$ cat config.mk
export PLATFORM = sky130hd
export DESIGN_NAME = alu_word_sequencer
export DESIGN_NICKNAME = d
export VERILOG_FILES = /design/src/rtl/alu_pkg.sv /design/src/rtl/alu_word_sequencer_carry_sel.sv /design/src/rtl/alu_word_sequencer.sv
export SDC_FILE = /design/constraint.sdc
export NUM_CORES = 1
export LEC_CHECK = 0
export ABC_AREA = 1
export CAP_MARGIN = 40
export CORE_MARGIN = 4
export CORE_UTILIZATION = 44
export CTS_CLUSTER_SIZE = 20
export DETAILED_ROUTE_END_ITERATION = 8
export PLACE_DENSITY = 0.79
export SYNTH_ARGS = -nofsm -noshare
export SYNTH_HDL_FRONTEND = slang
export SYNTH_SLANG_ARGS = --single-unit
$ cat constraint.sdc
create_clock -name clk -period 1.75 [get_ports clk]
set_clock_uncertainty 0.15 [all_clocks]
set_input_delay 0.35 -clock clk [delete_from_list [all_inputs] [get_ports clk]]
set_output_delay 0.35 -clock clk [all_outputs]
set_load 0.01 [all_outputs]
$ cat src/rtl/alu_pkg.sv
// Shared ALU command/control encodings and the word sequencer state type.
// Used by both the 4-bit ALU slice and alu_word_sequencer.
package alu_pkg;

  localparam int NIBBLE_W = 4;

  // Bit 2 disables the carry chain; bit 0 inverts d2 for subtract-style ops.
  typedef enum logic [3:0] {
    CTRL_ADD   = 4'b0000,
    CTRL_SUB   = 4'b0001,
    CTRL_AND   = 4'b0100,
    CTRL_OR    = 4'b0101,
    CTRL_XOR   = 4'b0110,
    CTRL_RSHFT = 4'b0111
  } AluCtrlInternal;

  typedef enum logic [4:0] {
    ALU_ADD   = 5'b00000,
    ALU_SUB   = 5'b10001,
    ALU_COMP  = 5'b00001,
    ALU_AND   = 5'b00100,
    ALU_OR    = 5'b00101,
    ALU_XOR   = 5'b00110,
    ALU_RSHFT = 5'b00111
  } AluCmd;

  typedef struct packed {
    logic           carry_in;
    AluCtrlInternal op;
  } AluCtrl;

  typedef enum logic [1:0] {
    S_IDLE = 2'd0,
    S_RUN  = 2'd1,
    S_DONE = 2'd2
  } seq_state_e;

endpackage

$ cat src/rtl/alu_word_sequencer_carry_sel.sv
// Carry-in selector for each nibble pass: chained carry for arithmetic,
// next-nibble LSB for right shift, command carry bit for logic ops.
module alu_seq_carry_sel
  import alu_pkg::*;
#(
  parameter int NIBBLES = 4
) (
  input  logic                        carry_in_cmd_i,
  input  logic [2:0]                  op_low_i,
  input  logic [$clog2(NIBBLES)-1:0]  idx_i,
  input  logic                        carry_i,
  input  logic [NIBBLES-2:0]          shift_bits_i,
  output logic                        carry_in_o
);
  localparam int IDX_W = $clog2(NIBBLES);

  logic shift_s;

  // Top nibble never matches the loop, so a logical shift fills with 0.
  always_comb begin
    shift_s = 1'b0;
    for (int n = 0; n < NIBBLES - 1; n++) begin
      shift_s = shift_s | (shift_bits_i[n] & (idx_i == IDX_W'(n)));
    end
    if (op_low_i[2] == 1'b0) begin
      carry_in_o = (idx_i == '0) ? carry_in_cmd_i : carry_i;
    end else if (op_low_i == 3'b111) begin
      carry_in_o = shift_s;
    end else begin
      carry_in_o = carry_in_cmd_i;
    end
  end

endmodule

$ cat src/rtl/alu_word_sequencer.sv
// Runs one W-bit operation as NIBBLES LSB-first passes through a 4-bit ALU slice.
// Define ALU_SEQ_OVERFLOW_EN to add a signed overflow output for ADD/SUB.
module alu_word_sequencer
  import alu_pkg::*;
#(
  parameter int NIBBLES = 4
) (
  input  logic                          clk,
  input  logic                          rst_n,
  input  logic                          in_valid,
  output logic                          in_ready,
  input  logic [NIBBLE_W*NIBBLES-1:0]   op_a,
  input  logic [NIBBLE_W*NIBBLES-1:0]   op_b,
  input  logic [4:0]                    cmd,
  output logic                          out_valid,
  input  logic                          out_ready,
  output logic [NIBBLE_W*NIBBLES-1:0]   result,
  output logic                          carry_out,
  output logic                          zero,
`ifdef ALU_SEQ_OVERFLOW_EN
  output logic                          overflow,
`endif
  output logic [3:0]                    alu_d1,
  output logic [3:0]                    alu_d2,
  output logic [4:0]                    alu_ctrl,
  input  logic [3:0]                    alu_res,
  input  logic                          alu_carry_out
);
  localparam int W     = NIBBLE_W * NIBBLES;
  localparam int IDX_W = $clog2(NIBBLES);

  seq_state_e            state_q;
  logic [W-1:0]          a_q, b_q, result_q, result_d;
  logic [4:0]            cmd_q;
  logic [IDX_W-1:0]      idx_q;
  logic                  carry_q, in_ready_q, out_valid_q, zero_q;
  logic [NIBBLE_W-1:0]   nib_a_s, nib_b_s;
  logic [NIBBLES-2:0]    shift_bits_s;
  logic                  carry_in_s, last_s, run_s;
  AluCtrl                ctrl_s;

  // Nibble mux for the ALU operands and merge of the returning result nibble.
  always_comb begin
    nib_a_s  = '0;
    nib_b_s  = '0;
    result_d = result_q;
    for (int n = 0; n < NIBBLES; n++) begin
      nib_a_s = nib_a_s | (a_q[n*NIBBLE_W +: NIBBLE_W] & {NIBBLE_W{idx_q == IDX_W'(n)}});
      nib_b_s = nib_b_s | (b_q[n*NIBBLE_W +: NIBBLE_W] & {NIBBLE_W{idx_q == IDX_W'(n)}});
      result_d[n*NIBBLE_W +: NIBBLE_W] = (idx_q == IDX_W'(n)) ? alu_res
                                                              : result_q[n*NIBBLE_W +: NIBBLE_W];
    end
  end

  for (genvar g = 0; g < NIBBLES - 1; g++) begin : g_shift
    assign shift_bits_s[g] = b_q[(g+1)*NIBBLE_W];
  end

  alu_seq_carry_sel #(.NIBBLES(NIBBLES)) u_carry_sel (
    .carry_in_cmd_i (cmd_q[4]),
    .op_low_i       (cmd_q[2:0]),
    .idx_i          (idx_q),
    .carry_i        (carry_q),
    .shift_bits_i   (shift_bits_s),
    .carry_in_o     (carry_in_s)
  );

  assign run_s    = (state_q == S_RUN);
  assign last_s   = (idx_q == IDX_W'(NIBBLES - 1));
  assign ctrl_s   = '{carry_in: carry_in_s, op: AluCtrlInternal'(cmd_q[3:0])};
  assign alu_d1   = run_s ? nib_a_s : 4'd0;
  assign alu_d2   = run_s ? nib_b_s : 4'd0;
  assign alu_ctrl = run_s ? ctrl_s  : 5'd0;

  assign in_ready  = in_ready_q;
  assign out_valid = out_valid_q;
  assign result    = result_q;
  assign carry_out = carry_q;
  assign zero      = zero_q;

`ifdef ALU_SEQ_OVERFLOW_EN
  logic ovf_q, ovf_d;
  assign ovf_d = ((cmd_q == ALU_ADD) && (a_q[W-1] == b_q[W-1]) && (result_d[W-1] != a_q[W-1]))
              || ((cmd_q == ALU_SUB) && (a_q[W-1] != b_q[W-1]) && (result_d[W-1] != a_q[W-1]));
  assign overflow = ovf_q;

  // Overflow flag captured on the final pass alongside zero.
  always_ff @(posedge clk or negedge rst_n) begin
    if (!rst_n) begin
      ovf_q <= 1'b0;
    end else if (run_s && last_s) begin
      ovf_q <= ovf_d;
    end
  end
`endif

  // Sequencer FSM: accept, one nibble per cycle, then hold the result until taken.
  always_ff @(posedge clk or negedge rst_n) begin
    if (!rst_n) begin
      state_q     <= S_IDLE;
      in_ready_q  <= 1'b1;
      out_valid_q <= 1'b0;
      a_q         <= '0;
      b_q         <= '0;
      cmd_q       <= 5'd0;
      idx_q       <= '0;
      result_q    <= '0;
      carry_q     <= 1'b0;
      zero_q      <= 1'b0;
    end else begin
      case (state_q)
        S_IDLE: begin
          if (in_valid) begin
            a_q        <= op_a;
            b_q        <= op_b;
            cmd_q      <= cmd;
            idx_q      <= '0;
            in_ready_q <= 1'b0;
            state_q    <= S_RUN;
          end
        end
        S_RUN: begin
          result_q <= result_d;
          carry_q  <= alu_carry_out;
          if (last_s) begin
            state_q     <= S_DONE;
            out_valid_q <= 1'b1;
            zero_q      <= (result_d == '0);
          end else begin
            idx_q <= idx_q + IDX_W'(1);
          end
        end
        S_DONE: begin
          if (out_ready) begin
            state_q     <= S_IDLE;
            out_valid_q <= 1'b0;
            in_ready_q  <= 1'b1;
          end
        end
        default: begin
          state_q     <= S_IDLE;
          in_ready_q  <= 1'b1;
          out_valid_q <= 1'b0;
        end
      endcase
    end
  end

endmodule

# After elaboration in Yosys (flattened, before gate mapping)
# Cells that the tools add are included.
# classes
n_addsub	1
eq_ne	10
n_mux	23
bitwise_logic	21
n_reduce_logical	10
# ops
operator	n
4-bit AND	8
4-bit 2-to-1 mux	6
4-bit OR	6
16-bit logical NOT	1
3-bit AND reduction	4
2-bit 2-to-1 mux	5
2-bit inequality test (second input constant)	4
1-bit 2-to-1 mux	7
2-bit equality test (second input constant)	3
1-bit one-hot mux with 3 select lines	2
2-bit one-hot mux with 3 select lines	1
5-bit 2-to-1 mux	1
2-bit by 1-bit equality test with 1-bit output (second input constant)	2
2-bit logical NOT	2
2-bit one-hot mux with 2 select lines	1
2-bit AND reduction	2
1-bit AND	3
3-bit equality test (second input constant)	1
2-bit by 1-bit adder with 2-bit output (second input constant)	1
1-bit inverter	2
1-bit OR	2
2-bit nonzero test	1
# totals
reg_bits	61
input_bits	46
out_inout_bits	33
elab_cells	75

# Logic depth before layout (Yosys ltp)
# Gate-level depths: netlist (run 1).
# depth
depth_word	7
ltp_mapped	10
mapped_depth_nobuf	10

# Modules after synthesis
# Synthesis (run 1) repeated with hierarchy kept, for this count alone.
# hier_totals
cells_unflattened	384
hier_area_um2	3012.9
# modules_own_cells
mod	n_inst	cells_each	area_each_um2	seq_area_each_um2
alu_word_sequencer	1	363	2926.6	1527.7
alu_seq_carry_sel	1	21	86.3	0.0

# Worst setup path before layout (run 1)
# No wires, ideal clock.
# synth_timing
kind	reg2out
startpoint	reg idx_q[0]
endpoint	out alu_ctrl[4]
arrival_ns	1.403
required_ns	1.250
path_slack_ns	-0.153
stages_incl_launch_ff	7
path_buffers	1
cell_sequence	dfrtp_1 inv_1 ha_1 buf_2 nand2_1 a31o_2 a21oi_1
# synth_between
elab_chain_len	7
word_cells_on_any_way	12
cone_classes	2 x eq/ne; 4 x mux; 5 x bitwise; 1 x reduce/logical
# synth_lines
item	line_no	source
from (decl)	alu_word_sequencer.sv:35	logic [IDX_W-1:0] idx_q;
from (signal assigned)	alu_word_sequencer.sv:130	idx_q <= idx_q + IDX_W'(1);
2-bit by 1-bit equality test with 1-bit output or 2-bit logical NOT (tied branches)	alu_word_sequencer_carry_sel.sv:23, alu_word_sequencer_carry_sel.sv:26	
1-bit AND	alu_word_sequencer_carry_sel.sv:23	shift_s = shift_s | (shift_bits_i[n] & (idx_i == IDX_W'(n)));
1-bit OR (2 in series)	alu_word_sequencer_carry_sel.sv:23	
1-bit 2-to-1 mux	alu_word_sequencer_carry_sel.sv:27	end else if (op_low_i == 3'b111) begin
1-bit 2-to-1 mux *	alu_word_sequencer_carry_sel.sv:25	if (op_low_i[2] == 1'b0) begin
5-bit 2-to-1 mux *	alu_word_sequencer.sv:73	assign alu_ctrl = run_s ? ctrl_s : 5'd0;
to (decl)	alu_word_sequencer.sv:25	output logic [4:0] alu_ctrl,
# Every way passes the cells marked *; elsewhere a longest branch is shown, timed or not.

# Worst setup path after layout (run 1)
# Ends and elaborated chain as after synthesis.

==> results of run 1 <==
[final timing paths]
path,startpoint,end,slack [ps]
worst max-delay path,idx_q[0],alu_ctrl[4],-410
worst min-delay path,in_ready,in_ready,320
worst max register to register,idx_q[0],zero,-120
worst min register to register,in_ready,in_ready,320
max in group asynchronous,rst_n,b_q[0],510
min in group asynchronous,rst_n,result[14],330
[cells in the mapped netlist, drive strengths merged]
library cell | instances | area [sq um]
a31o | 1 | 8.76
inv | 18 | 67.6
nand3 | 2 | 15.0
dfrtp | 60 | 1500
a21oi | 3 | 15.0
o31ai | 1 | 7.51
a31oi | 11 | 68.8
ha | 6 | 75.1
clkbuf | 1 | 3.75
a41oi | 8 | 108
nand2 | 208 | 783
dfstp | 1 | 26.3
o21ai | 9 | 45.0
buf | 13 | 78.8
nor2 | 30 | 120
[timing repair]
action                                 4_1_cts  5_1_grt
hold buffers                                 1        0
buffers inserted                             8        2
gates resized for setup                     87       13
setup endpoints to repair                   30       19
cloned                                       1        0
pin swaps                                    4        5
endpoints found under the hold margin       14        0
[logic make-up after synthesis]
| kind of cell | after synthesis |
|---|---|
| AO/OA/AOI/OAI | 33 |
| adder cells (fa/ha/maj) | 6 |
| AND/OR/NAND/NOR | 240 |
| flip-flops | 61 |
| buffers and inverters | 32 |
[registers in the layout, summed over array words and instances (netlist names)]
name,cells
a_q,16
b_q,16
carry_out,1
cmd_q,5
idx_q,2
in_ready,1
out_valid,1
result,16
state_q,2
zero,1
[per-layer routing]
| metal | global-route usage (%) | routed length [um] | up-vias |
|---|---|---|---|
| li1 | - | - | 1390 |
| met1 | 26.3 | 3260 | 1339 |
| met2 | 35.1 | 3930 | 108 |
| met3 | 4.61 | 603 | 16 |
| met4 | 10.3 | 189 | 0 |
| met5 | 0 | 0 | - |
[power by group through the flow]
stage | combinational [mW] | sequential (mW) | clock (mW)
floorplan | 2.18 | 2.59 | 0
global placement | 3.85 | 2.54 | 0
detailed placement | 3.96 | 2.57 | 0
CTS | 4.01 | 2.54 | 1.42
global route | 4.57 | 2.65 | 1.50
finish | 4.12 | 2.55 | 1.41
[cell usage in the layout, fill, tap and decap left out, types with 5 or more instances in the layout]
cell type / n
clkdlybuf4s50_1: 44
a31oi_1: 11
buf_4: 32
inv_1: 12
o21ai_1: 5
dfrtp_1: 60
ha_4: 6
a41oi_2: 8
nand2_1: 201
clkbuf_8: 9
nor2_1: 28
dlygate4sd2_1: 16
nand2_2: 7
inv_2: 5
buf_2: 14
[stage by stage]
stage | hold WS (ps) | instances | TNS [ps]
3_3_place_gp | 141 | 540 | -4360
5_1_grt | 340 | 568 | -4440
3_5_place_dp | 147 | 540 | -4680
4_1_cts | 329 | 566 | -2990
2_1_floorplan | -95.6 | 372 | 0
6_report | 322 | 568 | -3510
[worst max-delay path: stages, from the launching register on]
cell,delay (ps)
dfrtp_1,430
inv_2,160
ha_4,170
nand2_1,60
a31o_2,230
a21oi_2,130
buf_2,140
[final cells by class]
class	count	area [sq um]	share of cell area [%]
inverter	18	75.1	1.74
multi-input combinational	279	1370	31.6
tap	77	96.3	2.23
timing repair inverter	1	3.75	0.0870
timing repair buffer	116	1020	23.7
clock inverter	7	98.8	2.29
sequential	61	1530	35.4
clock buffer	9	124	2.87
==> impl_metrics.json, run 1 <==
{
  "grt_first_pass_wirelength_um": 12700,
  "pin_count": 79,
  "die_x_um": 89.5,
  "ant_nets": 0,
  "worst-endpoint-arrival_ps": 1660,
  "gp_routability_congestion": 0.829,
  "grt_max_degree": 42,
  "synth_compound_area_share_pct": 8.64,
  "diodes": 0,
  "fmax_mhz": 463,
  "gr-total-overflow": 0,
  "intPower_mw": 4.76,
  "vias": 2853,
  "nets": 538,
  "end_kind": "output pin",
  "worst_pin_slew_ps": 410,
  "start_util_pct": 45.8,
  "power_frac_comb_pct": 50.9,
  "utilization_pct": 67.6,
  "port_buffers": 78,
  "vias_per_cell": 5.02,
  "synth_mux_area_share_pct": 0,
  "syn_to_final_growth_pct": 47.6,
  "wl_per_cell_um": 14.1,
  "fin_crit_ps": 2160,
  "track_usage_pct": 21.2,
  "syn_area_sq_um": 2920,
  "syn_avg_cell_area_sq_um": 7.86,
  "yosys.area_share.simple_pct": 31.4,
  "power_frac_seq_pct": 31.6,
  "timing.final.ws_setup_ps": -409,
  "cts_buffer_depth": 2,
  "drv_slew": 0,
  "netSwitchingFraction_pct": 41.1,
  "drc": 0,
  "status": "finished, violations left",
  "rsz0062_at_grt": "yes",
  "setup_viol": 12,
  "drt-total-wl_um": 7990,
  "clkPwrFrac_pct": 17.5,
  "root_buffer": "clkbuf_8",
  "core_sq_um": 6390,
  "ctsHtreeMaxLevel": 3,
  "die_h_um": 89.5,
  "synthXorXnorAreaFrac_pct": 0,
  "hold_depth": 2,
  "cp-start-kind": "flip-flop",
  "switchingPower_mw": 3.32,
  "design.die.area_sq_um": 8010,
  "placed_cell_area_sq_um": 3960,
  "grt_antenna_before_repair": 0,
  "clk_latency_ps": 340,
  "cts_tree": "done",
  "hold_violations": 0,
  "power.total_mw": 8.09,
  "p_per_area_nw_per_um2": 1870,
  "required_ps": 1250,
  "cts.sinks": 61,
  "synth_fa_ha_area_share_pct": 2.57,
  "maxCapViolCount": 0,
  "fp-row-count": 29,
  "leakage_nw": 2.17,
  "maxSlewHeadroom_pct": 72.7,
  "first_global_vias": 2781,
  "ys_seq_elements": 61,
  "path_class": "reg -> out",
  "crit_fanout": 4,
  "timing.final.crit_share_pct": 123,
  "drt_iter0_markers": 141,
  "preCtsSetupSlack_ps": -479,
  "dp_hpwl_um": 5460,
  "yosysSeqAreaShare_pct": 52.2,
  "rr_worst_depth": 12,
  "hp-class": "reg -> reg",
  "fillCellCount": 521,
  "violations": "negative setup slack",
  "peakVddDrop_uv": 1050,
  "drive_gt1_share_pct": 20.6,
  "dr.pass1.iters": 4,
  "yosysUniqueCellTypes": 24,
  "synth_top_family_by_area": "simple AND/OR/NAND/NOR gates",
  "ys_warn_count": 0,
  "numCtsBuffers": 9,
  "netlist_instances": 372,
  "synth_nets": 424,
  "clk_pin_slew_worst_paths_ps": 70,
  "finalInstanceArea_sq_um": 4320
}
Note: power is estimated with default switching activity, not from simulation.
==> run 2, diff against run 1 <==
--- a/config.mk
+++ b/config.mk
@@ -15,3 +15,4 @@
 export SYNTH_ARGS = -nofsm -noshare
 export SYNTH_HDL_FRONTEND = slang
 export SYNTH_SLANG_ARGS = --single-unit
+export TNS_END_PERCENT = 5
==> impl_metrics.json, run 2 (synthesized netlist as in run 1, its figures left out) <==
{
  "design.die.area_sq_um": 8010,
  "drt-total-wl_um": 7840,
  "required_ps": 1250,
  "timing.final.ws_setup_ps": -425,
  "cts_buffer_depth": 2,
  "setup_viol": 10,
  "drv_slew": 0,
  "core_sq_um": 6390,
  "start_util_pct": 45.8,
  "maxSlewHeadroom_pct": 72.6,
  "ant_nets": 0,
  "grt_max_degree": 42,
  "finalHoldWorstSlack_ps": 321,
  "hold_violations": 0,
  "path_buf_inv": 2,
  "crit_fanout": 4,
  "slowest_stage": "dfrtp_1",
  "maxCapViolCount": 0,
  "totalNegativeSetupSlack_ps": -3600,
  "fp-row-count": 29,
  "clk_latency_ps": 340,
  "worst-endpoint-arrival_ps": 1670,
  "gr-total-overflow": 0,
  "grt_first_pass_wirelength_um": 12600,
  "preCtsSetupSlack_ps": -479,
  "cp_cell_sequence": "inv_2, ha_4, nand2_1, a31o_2, a21oi_2, buf_2",
  "diodes": 0,
  "p_per_area_nw_per_um2": 1860,
  "port_buffers": 78,
  "path_delay_family": "flip-flops",
  "layout_commonest_cell": "nand2_1",
  "leakage_nw": 2.16,
  "die_h_um": 89.5,
  "mostFrequentLayoutCells": "206 x nand2_1, 60 x dfrtp_1, 44 x clkdlybuf4s50_1",
  "clk_pin_slew_worst_paths_ps": 70,
  "rsz0062_at_grt": "yes",
  "hp-class": "reg -> reg",
  "dr.pass1.iters": 4,
  "grt_antenna_before_repair": 0,
  "dp_hpwl_um": 5460,
  "status": "finished, violations left",
  "placed_cell_area_sq_um": 3960,
  "numCtsBuffers": 9,
  "gp_routability_congestion": 0.829,
  "path_class": "reg -> out",
  "end_kind": "output pin",
  "die_x_um": 89.5,
  "utilization_pct": 67.2,
  "violations": "negative setup slack",
  "timing.final.crit_share_pct": 124,
  "cts_tree": "done",
  "nets": 537,
  "pin_count": 79,
  "cpPeakStageDelay_ps": 440,
  "syn_to_final_growth_pct": 46.8,
  "worst_pin_slew_ps": 411,
  "cts.sinks": 61,
  "fin_crit_ps": 2170,
  "fmax_mhz": 460,
  "ctsHtreeMaxLevel": 3,
  "wl_per_cell_um": 13.8,
  "first_global_vias": 2777,
  "drc": 0,
  "track_usage_pct": 21.1,
  "vias_per_cell": 5.03,
  "drive_gt1_share_pct": 19.4,
  "peakVddDrop_uv": 1030,
  "cp-start-kind": "flip-flop",
  "drt_iter0_markers": 171,
  "root_buffer": "clkbuf_8",
  "vias": 2852,
  "finalInstanceArea_sq_um": 4290
}
==> run 2: layer usage <==
| layer | share of wire (%) | up-vias | track usage, % | wire length, um |
|---|---|---|---|---|
| li1 | - | 1392 | - | - |
| met1 | 41 | 1331 | 26.1 | 3220 |
| met2 | 49 | 109 | 34.8 | 3840 |
| met3 | 7.3 | 20 | 4.61 | 571 |
| met4 | 2.7 | 0 | 10.3 | 208 |
| met5 | 0 | - | 0 | 0 |
==> run 2: final cells by class <==
cell class	instances	area (sq um)
clock inverter	7	98.8
clock buffer	9	124
inverter	18	72.6
tap	77	96.3
timing repair buffer	116	1020
multi-input combinational	279	1350
fill	522	2090
sequential	61	1530
==> run 2: worst reg2reg max path, delay by kind of cell (launching register included) <==
| family | cells | cell delay (ps) |
|---|---|---|
| adder cells (fa/ha/maj) | 1 | 170 |
| flip-flops | 1 | 430 |
| buffers and inverters | 4 | 520 |
| AND/OR/NAND/NOR | 7 | 560 |
==> run 2: final timing paths <==
kind | startpoint | end | slack [ps] | depth (start not counted)
max | idx_q[0] | alu_ctrl[4] | -420 | 6
min | in_ready | in_ready | 320 | 2
max reg2reg | idx_q[0] | zero | -130 | 12
min reg2reg | in_ready | in_ready | 320 | 2
max in group asynchronous | rst_n | b_q[15] | 510 | 3
min in group asynchronous | rst_n | result[14] | 330 | 2
==> run 2: stage by stage <==
| step | power, mW | cells |
|---|---|---|
| floorplan | 4.77 | 372 |
| global placement | 6.39 | 540 |
| detailed placement | 6.53 | 540 |
| CTS | 7.94 | 565 |
| global route | 8.63 | 567 |
| finish | 8.00 | 567 |
==> run 2: repair_timing <==
item | in CTS | in global routing
gates resized for setup | 86 | 6
hold buffers | 1 | 0
hold endpoints to repair | 14 | 0
pin swaps | 4 | 0
setup buffers | 8 | 2
setup endpoints to repair | 30 | 18
==> run 2: power by group <==
| part | internal (mW) | switching [mW] | leakage [nW] |
|---|---|---|---|
| clock | 0.809 | 0.606 | 0.110 |
| combinational | 1.82 | 2.22 | 1.31 |
| sequential | 2.11 | 0.440 | 0.738 |
| total | 4.73 | 3.27 | 2.16 |
